--- src/rtl/debounce8.sv ---
// Eight-channel switch debouncer: per-bit two-flop synchronizer and agreement
// counter, registered per-bit change pulses, and a sticky power-up VALID flag.
module debounce8 #(
   parameter int         DEBOUNCE  = 16,
   parameter logic [7:0] RESET_VAL = 8'h00
) (
   input  logic       CLK,
   input  logic       RESET,
   input  logic [7:0] I,
   output logic [7:0] O,
   output logic [7:0] CHANGED,
   output logic       VALID
);

   localparam int            CW         = $clog2(DEBOUNCE);
   localparam logic [CW-1:0] CNT_LAST   = CW'(DEBOUNCE - 1);
   localparam int            VW         = $clog2(DEBOUNCE + 2);
   localparam logic [VW-1:0] VALID_LAST = VW'(DEBOUNCE + 1);

   logic rst_meta_reg;
   logic rst_int_reg;

   // Reset asserts immediately but releases two edges later, so every
   // downstream flop leaves reset on the same clock edge.
   always_ff @(posedge CLK or posedge RESET) begin
      if (RESET) begin
         rst_meta_reg <= 1'b1;
         rst_int_reg  <= 1'b1;
      end else begin
         rst_meta_reg <= 1'b0;
         rst_int_reg  <= rst_meta_reg;
      end
   end

   genvar gi;
   generate
      for (gi = 0; gi < 8; gi++) begin : g_bit
         logic          s1_reg;
         logic          s2_reg;
         logic          o_reg;
         logic          o_next;
         logic          chg_reg;
         logic          chg_next;
         logic [CW-1:0] cnt_reg;
         logic [CW-1:0] cnt_next;

         // Any agreeing edge clears the count, so a glitch restarts the window.
         always_comb begin
            cnt_next = '0;
            o_next   = o_reg;
            chg_next = 1'b0;
            if (s2_reg != o_reg) begin
               if (cnt_reg == CNT_LAST) begin
                  o_next   = s2_reg;
                  chg_next = 1'b1;
               end else begin
                  cnt_next = cnt_reg + CW'(1);
               end
            end
         end

         always_ff @(posedge CLK or posedge rst_int_reg) begin
            if (rst_int_reg) begin
               s1_reg  <= RESET_VAL[gi];
               s2_reg  <= RESET_VAL[gi];
               o_reg   <= RESET_VAL[gi];
               cnt_reg <= '0;
               chg_reg <= 1'b0;
            end else begin
               s1_reg  <= I[gi];
               s2_reg  <= s1_reg;
               o_reg   <= o_next;
               cnt_reg <= cnt_next;
               chg_reg <= chg_next;
            end
         end

         assign O[gi]       = o_reg;
         assign CHANGED[gi] = chg_reg;
      end
   endgenerate

   logic [VW-1:0] win_cnt_reg;
   logic [VW-1:0] win_cnt_next;
   logic          valid_reg;
   logic          valid_next;

   // Free-running first-window timer; matches the latency of a bit that was
   // stable from the first sampling edge.
   always_comb begin
      win_cnt_next = win_cnt_reg;
      valid_next   = valid_reg;
      if (!valid_reg) begin
         if (win_cnt_reg == VALID_LAST) begin
            valid_next = 1'b1;
         end else begin
            win_cnt_next = win_cnt_reg + VW'(1);
         end
      end
   end

   always_ff @(posedge CLK or posedge rst_int_reg) begin
      if (rst_int_reg) begin
         win_cnt_reg <= '0;
         valid_reg   <= 1'b0;
      end else begin
         win_cnt_reg <= win_cnt_next;
         valid_reg   <= valid_next;
      end
   end

   assign VALID = valid_reg;

endmodule

--- config.mk ---
export PLATFORM = sky130hd
export DESIGN_NAME = debounce8
export DESIGN_NICKNAME = d
export VERILOG_FILES = /design/src/rtl/debounce8.sv
export SDC_FILE = /design/constraint.sdc
export NUM_CORES = 1
export LEC_CHECK = 0
export CAP_MARGIN = 20
export CORE_AREA = 2 2 75 77
export DETAILED_ROUTE_END_ITERATION = 16
export DIE_AREA = 0 0 77 79
export GPL_ROUTABILITY_DRIVEN = 1
export HOLD_SLACK_MARGIN = 0.03
export PLACE_DENSITY = 0.76
export SETUP_SLACK_MARGIN = 0.5
export SYNTH_ARGS = -nofsm -noshare
export SYNTH_HDL_FRONTEND = slang
export SYNTH_SLANG_ARGS = --single-unit
--- constraint.sdc ---
create_clock -name CLK -period 4.6 [get_ports CLK]
set_clock_uncertainty 0.2 [all_clocks]
set_input_delay 1.15 -clock CLK [delete_from_list [all_inputs] [get_ports CLK]]
set_output_delay 1.15 -clock CLK [all_outputs]
set_load 0.05 [all_outputs]
Yosys cells after proc, flatten, opt, wreduce, memory -nomap -nowiden
Index checks and enable logic that the tools add are counted.

Word-level logic and storage cells: 115. Register bits after elaboration: 72. Input bits: 10. Output and inout port bits: 17.

Reduce and logical (&&, ||, !) cells: 9. Bitwise logic cells: 2. Mux-type cells: 34. $add $sub $neg: 9. Equality and inequality tests: 17.

Operators with widths (count): 4-bit 2-to-1 mux (16); 4-bit by 1-bit adder with 4-bit output, second input constant (8); 4-bit equality test, second input constant (8); 1-bit 2-to-1 mux (18); 2-bit AND reduction (9); 1-bit != test (8); 5-bit by 1-bit adder with 5-bit output, second input constant (1); 5-bit equality test, second input constant (1); 1-bit NOT (2).

Longest topological paths before layout
Depth after elaboration: 3. Depth in mapped cells: 4. Mapped depth without buffers: 4.

Worst setup path before layout
Ideal clock, no wire load.

Path kind: register to output. Start: register valid_reg, in the netlist VALID. End: output VALID. Cell stages (with the launch flop): 1. Arrival: 0.663 ns. Path slack: 2.587 ns. Path through: dfrtp_1.

RTL lines: start, declared (line 85) `logic valid_reg;`; start signal, assigned (line 108) `valid_reg <= valid_next;`; end, declared (line 12) `output logic VALID`.

No word-level cell between the ends.

Worst setup path in the final report
Start: register valid_reg, in the netlist VALID. End: output VALID.

No word-level cell between the ends.

==> flow_summary_export.csv <==
group,metric,value,unit
sta,hold_slack,0.1416,ns
sta,max_slew.worst_pin.slew,0.6475,ns
sta,finalSetupViolCount,0,
clock_network,htreeDepth,3,
floorplanning,initial_core_util,0.5316,
floorplanning,fp-row-count,27,
sta,worst_slack,1.670,ns
floorplanning,die_y,79,microns
critical_path,rrSetupSlack,3.12,ns
synthesis,synth_seq_area_share,0.6358,
critical_path,arrival,1.58,ns
grt,antenna_found_initial,0,
clock_network,cts_buffers,9,
grt,grt_max_degree,39,
clock_network,clockBufferDepth,2,
flow_run,drv_cap,0,
clock_network,postCtsSetupBuffers,0,
drt,drt_pass1_iterations,4,
finish,largest_reg_flops,32,
synthesis,ys_ff_latch,72,
critical_path,required,3.25,ns
clock_network,cts_resized,0,
synthesis,synth_nets,239,
grt,grt_usage,0.1512,
critical_path,end_kind,"output pin",
drt,wl,3798,microns
clock_network,cts_tree,"done",
grt,grt_pass1_vias,1617,
place,port_buffers,26,
finish,drive_above_1_share,0.1057,
critical_path,path_class,"flop to output pin",
sta,hold_viol_final,0,
synthesis,synth_area_leaders,"dfrtp_1 62%, xnor2_1 5.6%, ha_1 4.4%, buf_4 4.2%, mux2_2 3.2%",
place,dp_slack,2.015,ns
drt,vias_per_cell,4.918,
critical_path,reg2reg_to,"g_bit[5].cnt_reg[2]",
critical_path,cp_max_fo,4,
synthesis,synth_edf_count,0,
sta,fin_crit,2.930,ns
critical_path,critical-path-slowest-cell,"clkdlybuf4s50_1",
place,dp_hpwl,2561,microns
place,placed_area,0.003075,sq mm
grt,grt_pass1_wl,7127,microns
synthesis,yosys.area.top_type,"dfrtp_1",
run_status,outcome,"completed",
floorplanning,ios,27,
critical_path,crit_cells,1,
critical_path,path_delay_family,"buffers and inverters",
critical_path,critPathMaxStageDelay,0.84,ns
finish,final-seq-area,0.001804,sq mm
sta,max_freq,0.3413,GHz
sta,rsz0062_at_grt,"no",
drt,via_count,1564,
clock_network,clkTransAtPathRegs,0.07,ns
synthesis,synthesis.area,0.002838,sq mm
finish,diodes,0,
finish,syn2layout_area_growth,14.07,%
drt,drt_iter0_markers,80,
sta,finalSetupTns,0,ns
grt,grt-ovfl-total,0,
pwr,vdd_drop_max,197.2,uV
sta,min_period_over_period,0.6370,
critical_path,r2r-start,"rst_int_reg",
critical_path,critPathBufInv,1,
floorplanning,core,0.005338,sq mm
synthesis,syn-instance-count,219,
finish,multiInputGateArea,868.3,sq um
clock_network,postCtsHoldBufs,0,
clock_network,clk_latency,0.33,ns
drt,route.detailed.drc,0,
floorplanning,die-area,0.006083,sq mm
synthesis,yosys_warnings,0,
critical_path,worstPathCellList,"clkdlybuf4s50_1",
drt,postRouteAntennaNets,0,
floorplanning,fp.dieW,77,microns
synthesis,synth.avg_cell_area,12.96,sq um
drt,avgRoutedWirePerCell,11.94,microns
finish,postLayoutCellArea,0.003237,sq mm
finish,layout_common_cells,"70 x dfrtp_1, 26 x clkdlybuf4s50_1, 18 x xnor2_1",
sta,finalMaxSlewViolations,0,
critical_path,ff2ff_path_depth,2,
synthesis,ys_types,24,
pwr,p_per_area,356.0,mW/mm^2
clock_network,clock_sinks,72,
synthesis,synth_top_area_frac,0.6173,
synthesis,ys.flop_type,"dfrtp_1",
pwr,p_leak,1.394,nW
finish,num-fill-cells,444,
clock_network,cts_root_buf,"clkbuf_8",
critical_path,start_kind,"flop",
synthesis,async_flop_share,1.000,
finish,final_common_cell,"dfrtp_1",
sta,maxSlewHeadroom,0.5677,
worst_hold_path,hold_path_class,"flop to asynchronous set/reset pin",
finish,nNetsFinal,261,
place,place_congestion,0.7558,
==> worst max path at each step <==
stage	slack [ns]	start	to
CTS	1.64	VALID	VALID
detailed placement	2.01	VALID	VALID
floorplan	2.29	rst_int_reg	VALID
global placement	2.03	VALID	VALID
finish	1.67	VALID	VALID
global route	1.61	VALID	VALID
==> cell usage after synthesis, drive strengths merged (7+ instances only) <==
| cell | instances |
|---|---|
| mux2 | 8 |
| ha | 10 |
| xnor2 | 18 |
| buf | 16 |
| dfrtp | 70 |
| o21ai | 8 |
| a21oi | 16 |
| nor2b | 9 |
| nor3b | 7 |
| nand4b | 8 |
| nand3 | 10 |
| inv | 12 |
| nor2 | 17 |
==> area by class of cell <==
cell class                 count  area share
sequential                    72      0.5574
multi-input combinational    119      0.2683
timing repair buffer          27     0.08272
clock buffer                  15     0.04832
tap                           72     0.02783
inverter                      12     0.01392
clock inverter                 1    0.001546
==> routing by layer <==
metal	routed length [microns]	share of wire	vias up	global-route usage
met4	82	0.022	0	0.07143
met1	1846	0.49	755	0.1977
met3	181	0.048	10	0.05795
met2	1687	0.44	30	0.2246
met5	0	0	-	0
li1	-	-	769	-
==> logic make-up after synthesis <==
kind of cell,synth area share
compound gates,0.05600
simple gates,0.1107
buf+inv,0.05820
other cells,0.001321
fa+ha+maj,0.04409
flops,0.6358
mux,0.03527
xor+xnor,0.05864
==> report_power, final <==
part	leakage [nW]	switching [mW]	internal (mW)	total, mW
registers	0.926	0.0206	0.659	0.680
clock network	0.0817	0.201	0.211	0.412
logic	0.386	0.0314	0.0292	0.0606
==> through the flow <==
stage | power [mW] | util | instances
global route | 1.216 | 0.6064 | 318
global placement | 0.7505 | 0.5762 | 302
detailed placement | 0.7530 | 0.5762 | 302
finish | 1.152 | 0.6064 | 318
CTS | 1.170 | 0.6064 | 318
floorplan | 0.7311 | - | 219
Note: power is estimated with default switching activity, not from simulation.
